## src/rtl/adder_pkg.sv

```systemverilog
// Shared types and the stage-0 arithmetic for the pipelined add/subtract unit.
package adder_pkg;

    // Widest operand the shared arithmetic function supports.
    localparam int unsigned MAX_WIDTH = 64;

    typedef enum logic {
        OP_ADD = 1'b0,
        OP_SUB = 1'b1
    } op_e;

    // Result record sized to MAX_WIDTH; instantiating modules narrow the sum.
    typedef struct packed {
        logic [MAX_WIDTH-1:0] sum;
        logic                 carry;
        logic                 ovf;
    } add_res_t;

    // Add or subtract at width+1 bits, derive carry/overflow from the raw
    // operation, then optionally clamp. Bits at and above 'width' are ignored
    // on input and returned as zero.
    function automatic add_res_t add_sat(
        input logic [MAX_WIDTH-1:0] a,
        input logic [MAX_WIDTH-1:0] b,
        input op_e                  op,
        input logic                 signed_,
        input logic                 sat_en,
        input int unsigned          width
    );
        logic [MAX_WIDTH-1:0] mask;
        logic [MAX_WIDTH-1:0] pos_max;
        logic [MAX_WIDTH-1:0] msb_mask;
        logic [MAX_WIDTH-1:0] am;
        logic [MAX_WIDTH-1:0] bp;
        logic [MAX_WIDTH-1:0] s;
        logic [MAX_WIDTH:0]   full;
        logic [MAX_WIDTH:0]   carry_mask;
        logic                 a_msb;
        logic                 b_msb;
        logic                 s_msb;
        add_res_t             r;

        mask       = '1;
        mask       = mask >> (MAX_WIDTH - width);
        pos_max    = mask >> 1;
        msb_mask   = mask & ~pos_max;
        am         = a & mask;
        bp         = (op == OP_SUB) ? (~b & mask) : (b & mask);
        full       = {1'b0, am} + {1'b0, bp} + {{MAX_WIDTH{1'b0}}, op == OP_SUB};
        carry_mask = {1'b0, mask} + {{MAX_WIDTH{1'b0}}, 1'b1};
        s          = full[MAX_WIDTH-1:0] & mask;

        // MSBs picked by masking so the bit position can follow 'width'.
        a_msb = |(am & msb_mask);
        b_msb = |(bp & msb_mask);
        s_msb = |(s & msb_mask);

        r.carry = |(full & carry_mask);
        r.ovf   = (a_msb == b_msb) && (s_msb != a_msb);
        r.sum   = s;

        if (sat_en) begin
            if (signed_) begin
                if (r.ovf) begin
                    r.sum = a_msb ? msb_mask : pos_max;
                end
            end else if (op == OP_ADD && r.carry) begin
                r.sum = mask;
            end else if (op == OP_SUB && !r.carry) begin
                r.sum = '0;
            end
        end
        return r;
    endfunction

endpackage

```

## src/rtl/adder_pipe_stage.sv

```systemverilog
// One valid/ready register slice; holds its contents while downstream stalls.
module adder_pipe_stage #(
    parameter type data_t = logic
) (
    input  logic  clk,
    input  logic  rst,
    input  logic  up_valid,
    output logic  up_ready,
    input  data_t up_data,
    output logic  dn_valid,
    input  logic  dn_ready,
    output data_t dn_data
);

    // Slice can take new data when empty or when its content leaves this cycle.
    always_comb begin
        up_ready = !dn_valid || dn_ready;
    end

    // Valid follows the upstream offer on every load; data only on real transfers.
    always_ff @(posedge clk or posedge rst) begin
        if (rst) begin
            dn_valid <= 1'b0;
            dn_data  <= '0;
        end else if (up_ready) begin
            dn_valid <= up_valid;
            if (up_valid) begin
                dn_data <= up_data;
            end
        end
    end

endmodule

```

## src/rtl/adder_pipe.sv

```systemverilog
// Pipelined add/subtract unit with optional saturation and valid/ready on both sides.
module adder_pipe
    import adder_pkg::*;
#(
    parameter int WIDTH  = 8,
    parameter int STAGES = 2,
    parameter int SAT_EN = 0
) (
    input  logic             clk,
    input  logic             rst,
    input  logic             in_valid,
    output logic             in_ready,
    input  logic [WIDTH-1:0] in_a,
    input  logic [WIDTH-1:0] in_b,
    input  logic             in_op,
    input  logic             in_signed,
    output logic             out_valid,
    input  logic             out_ready,
    output logic [WIDTH-1:0] out_sum,
    output logic             out_carry,
    output logic             out_ovf,
    output logic             busy
);

    typedef struct packed {
        logic [WIDTH-1:0] sum;
        logic             carry;
        logic             ovf;
    } res_t;

    add_res_t          full;
    res_t              res0;
    logic              unused_hi;
    logic [STAGES-1:0] vq;
    logic [STAGES-1:0] acc;
    logic              unused_acc;
    res_t              dq [STAGES];

    // Stage-0 arithmetic, narrowed to the configured width.
    always_comb begin
        full       = add_sat(MAX_WIDTH'(in_a), MAX_WIDTH'(in_b), op_e'(in_op),
                             in_signed, SAT_EN != 0, WIDTH);
        res0.sum   = full.sum[WIDTH-1:0];
        res0.carry = full.carry;
        res0.ovf   = full.ovf;
    end

    // Upper sum bits are always zero at this width.
    always_comb begin
        unused_hi = ^(full.sum >> WIDTH);
    end

    // Each stage's downstream ready is computed directly from the valid bits
    // of the later stages (flattened form of the ready chain) so no
    // combinational signal depends on itself.
    for (genvar k = 0; k < STAGES; k++) begin : g_stage
        logic dn_rdy;

        if (k == STAGES - 1) begin : g_last
            // Last slice drains straight into the consumer.
            always_comb begin
                dn_rdy = out_ready;
            end
        end else begin : g_mid
            // Any empty slice further down lets everything above it advance.
            always_comb begin
                dn_rdy = out_ready || !(&vq[STAGES-1:k+1]);
            end
        end

        if (k == 0) begin : g_first
            adder_pipe_stage #(.data_t(res_t)) u_stage (
                .clk      (clk),
                .rst      (rst),
                .up_valid (in_valid),
                .up_ready (acc[k]),
                .up_data  (res0),
                .dn_valid (vq[k]),
                .dn_ready (dn_rdy),
                .dn_data  (dq[k])
            );
        end else begin : g_next
            adder_pipe_stage #(.data_t(res_t)) u_stage (
                .clk      (clk),
                .rst      (rst),
                .up_valid (vq[k-1]),
                .up_ready (acc[k]),
                .up_data  (dq[k-1]),
                .dn_valid (vq[k]),
                .dn_ready (dn_rdy),
                .dn_data  (dq[k])
            );
        end
    end

    // Later slices' ready outputs duplicate g_stage[k-1].dn_rdy.
    always_comb begin
        unused_acc = ^acc[STAGES-1:0];
    end

    // Output side and status; in_ready is forced low while reset is asserted.
    always_comb begin
        in_ready  = acc[0] && !rst;
        out_valid = vq[STAGES-1];
        out_sum   = dq[STAGES-1].sum;
        out_carry = dq[STAGES-1].carry;
        out_ovf   = dq[STAGES-1].ovf;
        busy      = |vq;
    end

endmodule
```

## config.mk

```make
export PLATFORM = sky130hd
export DESIGN_NAME = adder_pipe
export DESIGN_NICKNAME = d
export VERILOG_FILES = /design/src/rtl/adder_pkg.sv /design/src/rtl/adder_pipe_stage.sv /design/src/rtl/adder_pipe.sv
export SDC_FILE = /design/constraint.sdc
export NUM_CORES = 1
export LEC_CHECK = 0
export CORE_ASPECT_RATIO = 1.75
export CORE_UTILIZATION = 49
export CTS_BUF_LIST = sky130_fd_sc_hd__clkbuf_8
export DETAILED_ROUTE_END_ITERATION = 12
export GPL_TIMING_DRIVEN = 0
export PLACE_DENSITY = 0.92
export RECOVER_POWER = 50
export SLEW_MARGIN = 0
export SYNTH_ARGS = -nofsm -noshare
export SYNTH_HDL_FRONTEND = slang
export SYNTH_SLANG_ARGS = --single-unit
```

## constraint.sdc

```tcl
create_clock -name clk -period 3.5 [get_ports clk]
set_clock_uncertainty 0.05 [all_clocks]
set_input_delay 0.525 -clock clk [delete_from_list [all_inputs] [get_ports clk]]
set_output_delay 0.525 -clock clk [all_outputs]
set_load 0.01 [all_outputs]
```

After elaboration in Yosys (flattened, before gate mapping)
Index checks and enable logic that the tools add are counted.
- output and inout bits: 13
- word-level logic and storage cells: 24
- register bits after elaboration: 22
- mux-type cells: 1
- add/sub/neg operators: 2
- equal/unequal tests: 2
- reductions and logical operators: 10
- bitwise logic cells: 1
- operator list (cell ; count):
    $add 8x8->9 ; 1
    $add 9x1->9 ; 1
    $mux 8 ; 1
    $not 8->8 ; 1
    $reduce_and 2->1 ; 2
    $logic_not 1->1 ; 3
    $logic_and 1x1->1 ; 2
    $logic_or 1x1->1 ; 2
    $reduce_or 2->1 ; 1
    $eq 1x1->1 ; 1
    $ne 1x1->1 ; 1

Logic depth before layout (Yosys ltp)
Gate-level depths: netlist of run 1.
- depth in word-level cells: 6
- mapped depth: 9
- gate-level depth less buffers: 8

Hierarchy
A second synthesis of run 1 with hierarchy kept.
- cell total of the unflattened synthesis: 113
- area, all modules: 1427.6 um^2
- modules (own cells, without submodules) (module ; area each (um^2) ; sequential area each (um^2) ; instances ; cells an instance):
    adder_pipe_stage ; 469.2 ; 275.3 ; 2 ; 25
    adder_pipe ; 489.2 ; 0.0 ; 1 ; 63

Worst setup path before layout of run 1
Ideal clock, no wire load.
- path kind: input port to flip-flop
- from: input port in_op
- to: register g_stage[0].g_first.u_stage.dn_data[8] (netlist name)
- arrival time: 1.931 ns
- setup time: 0.128 ns
- setup slack: 1.391 ns
- cell stages on the path: 8
- cell sequence: buf_6 xor2_1 ha_1 nor2b_1 o31ai_1 nand2b_1 a211oi_1 o31ai_1
- longest elaborated chain between the ends: 3
- ends and longest elaborated chain (what ; RTL line ; text):
    start, declared ; adder_pipe.sv:15 ; input logic in_op,
    $mux 8 ; adder_pkg.sv:48 ; bp = (op == OP_SUB) ? (~b & mask) : (b & mask);
    $add 8x8->9 ; adder_pkg.sv:49 ; full = {1'b0, am} + {1'b0, bp} + {{MAX_WIDTH{1'b0}}, op == OP_SUB};
    $add 9x1->9 (*) ; adder_pkg.sv:49 ;
    end signal, assigned ; adder_pipe_stage.sv:28 ; dn_data <= up_data;
    end, declared ; adder_pipe_stage.sv:12 ; output data_t dn_data
Every way passes the cells marked *; elsewhere a longest branch is shown, timed or not.
A chain may end at the register's enable or synchronous reset.

Worst setup path after layout of run 1
- from: input port rst
- to: output port in_ready
- longest elaborated chain between the ends: 2
- ends and longest elaborated chain (what ; RTL line ; text):
    start, declared ; adder_pipe.sv:10 ; input logic rst,
    $logic_not 1->1 (no line) ; n/a ;
    $logic_and 1x1->1 ; adder_pipe.sv:103 ; in_ready = acc[0] && !rst;
    end, declared ; adder_pipe.sv:12 ; output logic in_ready,
No other way between the ends.

==> results of run 1 <==
==> worst paths after layout <==
| check | to | slack [ns] | cells past startpoint |
|---|---|---|---|
| worst max register to register | g_stage[0].g_first.u_stage.dn_data[0] | 1.95 | 5 |
| worst max-delay path | in_ready | 0.52 | 4 |
| worst min-delay path | g_stage[0].g_first.u_stage.dn_data[2] | 0.42 | 2 |
| max in group asynchronous | g_stage[1].g_next.u_stage.dn_data[2] | 2.08 | 2 |
| worst min register to register | g_stage[0].g_first.u_stage.dn_data[2] | 0.42 | 2 |
| min in group asynchronous | g_stage[1].g_next.u_stage.dn_valid | 0.80 | 2 |
==> final cells by class <==
type	count	area share, %
multi-input cells	83	38.1
flip-flops and latches	22	33.0
repair buffers	32	19.2
plain buffers	10	4.50
clock buffers	3	2.48
well taps	26	1.95
inverters	3	0.676
==> placed cells by master (no fill, tap or decap) <==
| master | count |
|---|---|
| sky130_fd_sc_hd__nand2b_1 | 4 |
| sky130_fd_sc_hd__buf_6 | 1 |
| sky130_fd_sc_hd__nor2_1 | 3 |
| sky130_fd_sc_hd__clkdlybuf4s50_1 | 28 |
| sky130_fd_sc_hd__o21a_2 | 1 |
| sky130_fd_sc_hd__fa_1 | 1 |
| sky130_fd_sc_hd__dfrtp_1 | 22 |
| sky130_fd_sc_hd__o31ai_2 | 1 |
| sky130_fd_sc_hd__dlygate4sd3_1 | 4 |
| sky130_fd_sc_hd__o31ai_1 | 2 |
| sky130_fd_sc_hd__nand2_1 | 14 |
| sky130_fd_sc_hd__xnor2_1 | 4 |
| sky130_fd_sc_hd__xor2_1 | 9 |
| sky130_fd_sc_hd__or2_2 | 1 |
| sky130_fd_sc_hd__ha_1 | 7 |
| sky130_fd_sc_hd__clkbuf_1 | 1 |
| sky130_fd_sc_hd__nand3b_1 | 1 |
| sky130_fd_sc_hd__o31ai_4 | 1 |
| sky130_fd_sc_hd__nor2b_1 | 1 |
| sky130_fd_sc_hd__mux2_2 | 10 |
| sky130_fd_sc_hd__a41o_1 | 1 |
| sky130_fd_sc_hd__o21a_1 | 2 |
| sky130_fd_sc_hd__clkbuf_8 | 3 |
| sky130_fd_sc_hd__buf_4 | 8 |
| sky130_fd_sc_hd__inv_1 | 3 |
| sky130_fd_sc_hd__o21ai_0 | 10 |
| sky130_fd_sc_hd__a21oi_1 | 6 |
| sky130_fd_sc_hd__mux2i_1 | 1 |
| sky130_fd_sc_hd__and2_1 | 2 |
| sky130_fd_sc_hd__a211oi_1 | 1 |
==> state kept, by name (all words and copies together) (netlist names) <==
name and cells:
g_stage.g_first.u_stage.dn_data 10, g_stage.g_first.u_stage.dn_valid 1, g_stage.g_next.u_stage.dn_valid 1, g_stage.g_next.u_stage.dn_data 10
==> stage by stage <==
| stage | std cells | power [mW] | setup WS [ns] | cell area, µm² |
|---|---|---|---|---|
| floorplan | 118 | 0.579 | 1.39 | 1270 |
| global placement | 176 | 0.706 | 0.654 | 1630 |
| detailed placement | 176 | 0.728 | 0.591 | 1630 |
| CTS | 179 | 0.877 | 0.590 | 1670 |
| global route | 179 | 0.917 | 0.302 | 1670 |
| finish | 179 | 0.865 | 0.522 | 1670 |
==> logic make-up (layout without fill, tap and decap cells) <==
kind of cell / after synthesis / in the layout / share of synthesized area (%)
AO/OA/AOI/OAI: 25 / 25 / 13.4
XOR/XNOR: 13 / 13 / 8.95
adder cells (fa/ha/maj): 8 / 8 / 8.46
buffers and inverters: 13 / 48 / 6.78
flip-flops: 22 / 22 / 43.3
multiplexers: 11 / 11 / 9.64
AND/OR/NAND/NOR: 26 / 26 / 9.54
==> worst min-delay path: stages (launching register included) <==
cell	delay, ns
sky130_fd_sc_hd__dfrtp_1	0.34
sky130_fd_sc_hd__nand2_1	0.04
sky130_fd_sc_hd__o21ai_0	0.05
==> per-layer routing <==
metal,share of wire (%),global-route usage (%),vias up
met2,56,31.0,26
met3,2.4,2.24,6
met4,2.7,9.26,0
met1,39,19.8,453
li1,-,-,470
met5,0,0,-
==> power by group <==
| part | switching (mW) | total (mW) | internal, mW |
|---|---|---|---|
| logic | 0.137 | 0.353 | 0.216 |
| clock network | 0.0739 | 0.150 | 0.0766 |
| registers | 0.0365 | 0.362 | 0.325 |
==> run metrics, run 1 <==
status=finished, final reports clean; CP Data Required Time=approximately 2.9 ns; layout overhead on the synthesized area=31.0%; latest clock arrival within the worst-skew pair=approximately 0.26 ns; TritonCTS sink count=22; Mapped Cells=between 100 and 150; number of inserted diodes=0; number of iterations in the first detailed-routing pass=4; final setup TNS=0 ns; buffer count from post-CTS setup fixing=0; type of the worst setup path=in2out; Slew headroom=46.1%; footprint of the flip-flops and latches=between 500 and 600 µm²; maximum capacitance violations=0; final weighted congestion in routability-driven placement=just under 0.8; Post-Route WL=between 2000 and 2500 µm; area fraction of the dominant cell type after synthesis=a little over two fifths; area used by multi-input combinational logic=~640 µm²; Worst Path Arrival=between 2 and 2.5 ns; cell family with most CP delay=buffers and inverters; Final Net Count=approximately 190; Remaining Overflow, GRT=0; share of final-layout standard cells stronger than drive strength 1=between 15 and 20%; final-report hold violation count=0; leakage power figure=approximately 0.74 nW; worst hold path startpoint=g_stage[0].g_first.u_stage.dn_data[2]; Synth Flop Type=sky130_fd_sc_hd__dfrtp_1; combined buffer and inverter count along the critical path=3; number of core rows=24; Vias/cell=between 5 and 6; library cell with the highest instance count after synthesis=sky130_fd_sc_hd__dfrtp_1; global-route usage over all layers=a little under a fifth; commonest cells in the netlist=sky130_fd_sc_hd__dfrtp_1, sky130_fd_sc_hd__nand2_1, sky130_fd_sc_hd__mux2_2, sky130_fd_sc_hd__o21ai_0, sky130_fd_sc_hd__xor2_1; mean post-synth cell area=roughly 11 µm²; Yosys cell types=27; startpoint type of the worst setup path=primary input; largest net degree at the start of global routing=24; buffer depth of the longest clock path=2; worst flop-to-flop path startpoint=g_stage[1].g_next.u_stage.dn_valid; crit path launch=rst; cells along the critical path=dlygate4sd3_1 > inv_1 > and2_1 > clkdlybuf4s50_1; remaining design rule violation count=0; CP peak stage delay=between 0.5 and 0.6 ns; type of element capturing the critical path=output pin; total setup violations reported at the end of the flow=0; overall die width=between 40 and 50 µm; Starting Density=between 50 and 60%; EDFF count, synth=0; die footprint=between 2000 and 3000 µm²; die height=69.4 µm; total via count in the routed design=955; clk slew on worst S/H paths=around 0.070 ns; share of async-settable or async-resettable flops after synthesis=100%; CTS tree=yes; quantity of I/O buffers inserted on ports=32; transition time at the pin with the least slew margin=roughly 0.81 ns; max-slew violation count=0; number of warning messages in the yosys log=0; final cycle utilization of the critical path=approximately 85%; flip-flop and latch count after synthesis=22; maximum achievable frequency=about 340 MHz; Post-Syn Nets=approximately 150; CTS buffer count=3; Power Density=between 500 and 600 nW/µm²; largest fanout on the critical path=23; first-pass GRT wire length=between 3000 and 4000 µm; top-level port count=35; cell area after technology mapping=around 1300 µm²; dominant cell type by area after synthesis=sky130_fd_sc_hd__dfrtp_1; Final Core Density=between 60% and 70%; number of design-rule violations left by the first detailed-router iteration=18; initial antenna violation count=0; class of the most critical hold timing path=reg2reg; number of nets still failing antenna checks after routing=0; Root Buffer=sky130_fd_sc_hd__clkbuf_8; vias in the first global route=slightly above 900; area inside the core boundary=roughly 2500 µm²; number of filler instances in the final layout=190; final HPWL from detailed placement=1870 µm; Wirelength per Cell=between 10 and 15 µm; H-tree lvl count=1; worst hold slack after final layout=between 0.4 and 0.5 ns; top area cells in the synthesized netlist=sky130_fd_sc_hd__dfrtp_1, sky130_fd_sc_hd__mux2_2, sky130_fd_sc_hd__ha_1; quantity of gates resized following cts=0; count of hold buffers inserted by post-cts repair=0; cell with the biggest individual delay on the critical path=sky130_fd_sc_hd__inv_1; setup repair after global routing missed its margin=false; final critical-path required period=slightly below 3 ns; sequential share of the synthesized area=between 40% and 50%; maximum vdd ir drop=0.236 mV
(Power assumes the default switching activity.)
==> inputs of run 2 (changes only) <==
--- a/config.mk
+++ b/config.mk
@@ -5,13 +5,14 @@
 export SDC_FILE = /design/constraint.sdc
 export NUM_CORES = 1
 export LEC_CHECK = 0
+export ABC_AREA = 1
 export CORE_ASPECT_RATIO = 1.75
 export CORE_UTILIZATION = 49
-export CTS_BUF_LIST = sky130_fd_sc_hd__clkbuf_8
 export DETAILED_ROUTE_END_ITERATION = 12
 export GPL_TIMING_DRIVEN = 0
-export PLACE_DENSITY = 0.92
+export PLACE_DENSITY = 0.91
 export RECOVER_POWER = 50
+export SKIP_CTS_REPAIR_TIMING = 1
 export SLEW_MARGIN = 0
 export SYNTH_ARGS = -nofsm -noshare
 export SYNTH_HDL_FRONTEND = slang
==> run 2 against run 1 <==
Sequential share of layout area decreased by 2.3 points. Non-clock buffer count rose by 1. Sequential power is 6.1% higher. Fmax grew 0.77%. Via count up 14%. Worst setup slack improved by 0.023 ns. Synthesized cell count rose by 31%. Critical path type unchanged.
==> run metrics, run 2 <==
status=finished, final reports clean; number of warning messages in the yosys log=0 (unchanged); total via count in the routed design=1086 (+14%); Post-Route WL=2460 µm (+10%); max-slew violation count=0 (unchanged); top-level port count=35 (unchanged); registers with the highest flip-flop counts=g_stage.g_first.u_stage.dn_data (10), g_stage.g_next.u_stage.dn_data (10); Root Buffer=sky130_fd_sc_hd__clkbuf_8; Vias/cell=5.03 (-5.8%); most common cell after layout, fill and taps aside=sky130_fd_sc_hd__nand2_1; first-pass GRT wire length=4260 µm (+16%); layout overhead on the synthesized area=27.3%; class of the most critical hold timing path=reg2reg; die footprint=3100 µm² (+10%); number of nets still failing antenna checks after routing=0 (unchanged); Mapped Cells=154 (+31%); library cell with the highest instance count after synthesis=sky130_fd_sc_hd__nand2_1; overall die width=42.5 µm (+4.9%); largest fanout on the critical path=23 (unchanged); maximum achievable frequency=338 MHz (+0.77%); type of element capturing the critical path=output pin; share of async-settable or async-resettable flops after synthesis=100% (unchanged); Slew headroom=45.0% (-1.1 points); cell with the biggest individual delay on the critical path=sky130_fd_sc_hd__inv_1; CP peak stage delay=0.61 ns (+0.02 ns); transition time at the pin with the least slew margin=0.824 ns (+0.0169 ns); CP Data Required Time=2.92 ns (about the same); initial antenna violation count=0 (unchanged); final-report hold violation count=0 (unchanged); Cells after DPL=213 (+21%); number of filler instances in the final layout=240 (+26%); mean post-synth cell area=9.14 µm² (-15%); Worst Path Arrival=2.38 ns (-0.02 ns); remaining design rule violation count=0 (unchanged); EDFF count, synth=0 (unchanged); Remaining Overflow, GRT=0 (unchanged); share of final-layout standard cells stronger than drive strength 1=16.4% (-0.59 points); CTS tree=yes; cell area after technology mapping=1410 µm² (+11%); largest net degree at the start of global routing=24 (unchanged); final cycle utilization of the critical path=84.4% (-0.65 points); Starting Density=51.7% (about the same); leading cell types in the layout, fill and taps excluded=sky130_fd_sc_hd__nand2_1, sky130_fd_sc_hd__clkdlybuf4s50_1, sky130_fd_sc_hd__dfrtp_1; Synth Flop Type=sky130_fd_sc_hd__dfrtp_1; maximum vdd ir drop=0.267 mV (+13%); final setup TNS=0 ns (unchanged); Final Net Count=221 (+19%); Wirelength per Cell=11.4 µm (-8.8%); leakage power figure=0.933 nW (+25%); number of core rows=25 (+4.2%); final weighted congestion in routability-driven placement=0.799 (+1.9%); CTS buffer count=3 (unchanged); total setup violations reported at the end of the flow=0 (unchanged); number of inserted diodes=0 (unchanged); type of the worst setup path=in2out; flip-flop and latch count after synthesis=22 (unchanged); startpoint type of the worst setup path=primary input; final HPWL from detailed placement=2020 µm (+8.1%); maximum capacitance violations=0 (unchanged); quantity of I/O buffers inserted on ports=32 (unchanged); number of iterations in the first detailed-routing pass=4 (unchanged); clk slew on worst S/H paths=0.07 ns (about the same); final critical-path required period=2.96 ns (-0.0229 ns); H-tree lvl count=1 (unchanged); setup repair after global routing missed its margin=false; latest clock arrival within the worst-skew pair=0.26 ns (about the same); final cell count without fillers=216 (+21%); Top cell by count, worst path=sky130_fd_sc_hd__inv_1; area fraction of the dominant cell type after synthesis=39.1% (-4.2 points); vias in the first global route=1066 (+15%); dominant cell type by area after synthesis=sky130_fd_sc_hd__dfrtp_1; Yosys cell types=29 (+7.4%); Post-Syn Nets=184 (+24%); global-route usage over all layers=17.7% (-0.48 points); die height=72.9 µm (+5.0%); Power Density=553 nW/µm² (+6.4%); area inside the core boundary=2720 µm² (+11%); buffer depth of the longest clock path=2 (unchanged); top area cells in the synthesized netlist=sky130_fd_sc_hd__dfrtp_1, sky130_fd_sc_hd__nand2_1, sky130_fd_sc_hd__mux2_4; cells along the critical path=dlygate4sd3_1 > inv_1 > nand2_1 > inv_1 > clkdlybuf4s50_1; sequential share of the synthesized area=39.1% (-4.2 points); number of design-rule violations left by the first detailed-router iteration=26 (+8); TritonCTS sink count=22 (unchanged); commonest cells in the netlist=sky130_fd_sc_hd__nand2_1, sky130_fd_sc_hd__dfrtp_1, sky130_fd_sc_hd__inv_1, sky130_fd_sc_hd__buf_4
==> run 2: changes by cell type in the layout (fill, tap and decap cells not counted), sizes merged, moves of 3 or more <==
cell    before  now
nor2         3    7
o21ai       10    6
o31ai        4    1
inv          3   17
nand2b       4    0
nand2       14   46
nand3        0    7
==> run 2: final cells by class <==
type / count / area, µm² / share of cell area [%]
Buffer: 11 / 78.8 / 4.40
Tap cell: 27 / 33.8 / 1.89
Timing Repair Buffer: 32 / 320 / 17.9
Clock buffer: 3 / 41.3 / 2.30
Sequential cell: 22 / 551 / 30.7
Inverter: 17 / 63.8 / 3.56
Multi-Input combinational cell: 104 / 703 / 39.2
==> run 2: cell families (layout without fill, tap and decap cells) <==
kind of cell / Yosys count / after routing / synth area share (%)
AO/OA/AOI/OAI: 15 / 15 / 6.22
XOR/XNOR: 9 / 9 / 5.60
adder cells (fa/ha/maj): 8 / 8 / 7.64
buffers and inverters: 28 / 63 / 10.8
flip-flops: 22 / 22 / 39.1
multiplexers: 9 / 9 / 9.07
AND/OR/NAND/NOR: 63 / 63 / 21.6
==> run 2: metrics by stage <==
step	hold slack, ns	area, µm²	total power, mW	worst slack [ns]	util [%]
3_5_place_dp	0.419	1760	0.852	0.648	64.7
6_report	0.436	1790	0.990	0.545	65.8
3_3_place_gp	0.412	1760	0.830	0.672	64.7
5_1_grt	0.456	1790	1.05	0.272	65.8
4_1_cts	0.443	1800	1.00	0.638	66.3
2_1_floorplan	0.395	1410	0.674	1.62	-
==> run 2: where the power goes <==
group	leakage (nW)	internal, mW	switching [mW]
Sequential	0.266	0.337	0.0465
Combinational	0.646	0.279	0.175
Clock	0.0216	0.0768	0.0753
==> run 2: path summary, 6_finish.rpt <==
kind                                                       start                               endpoint  slack, ns  depth (start not counted)
min in group asynchronous                                    rst   g_stage[1].g_next.u_stage.dn_data[3]       0.82                          2
max reg2reg                   g_stage[1].g_next.u_stage.dn_valid   g_stage[1].g_next.u_stage.dn_data[2]       1.89                          4
max in group asynchronous                                    rst  g_stage[0].g_first.u_stage.dn_data[1]       2.08                          2
min                        g_stage[0].g_first.u_stage.dn_data[4]  g_stage[0].g_first.u_stage.dn_data[4]       0.44                          2
max                                                          rst                               in_ready       0.54                          5
min reg2reg                g_stage[0].g_first.u_stage.dn_data[4]  g_stage[0].g_first.u_stage.dn_data[4]       0.44                          2
==> run 2: worst max-delay path, delay by kind of cell <==
| family | cells | cell delay, ns |
|---|---|---|
| buffers and inverters | 4 | 1.75 |
| AND/OR/NAND/NOR | 1 | 0.11 |
==> run 2: per-layer routing <==
layer  vias to the layer above  wire, µm  global-route usage, %
li1                        552         -                      -
met4                         0        63                   7.99
met2                        29      1400                   33.7
met3                         6        64                   2.23
met1                       499       935                   18.7
met5                         -         0                      0
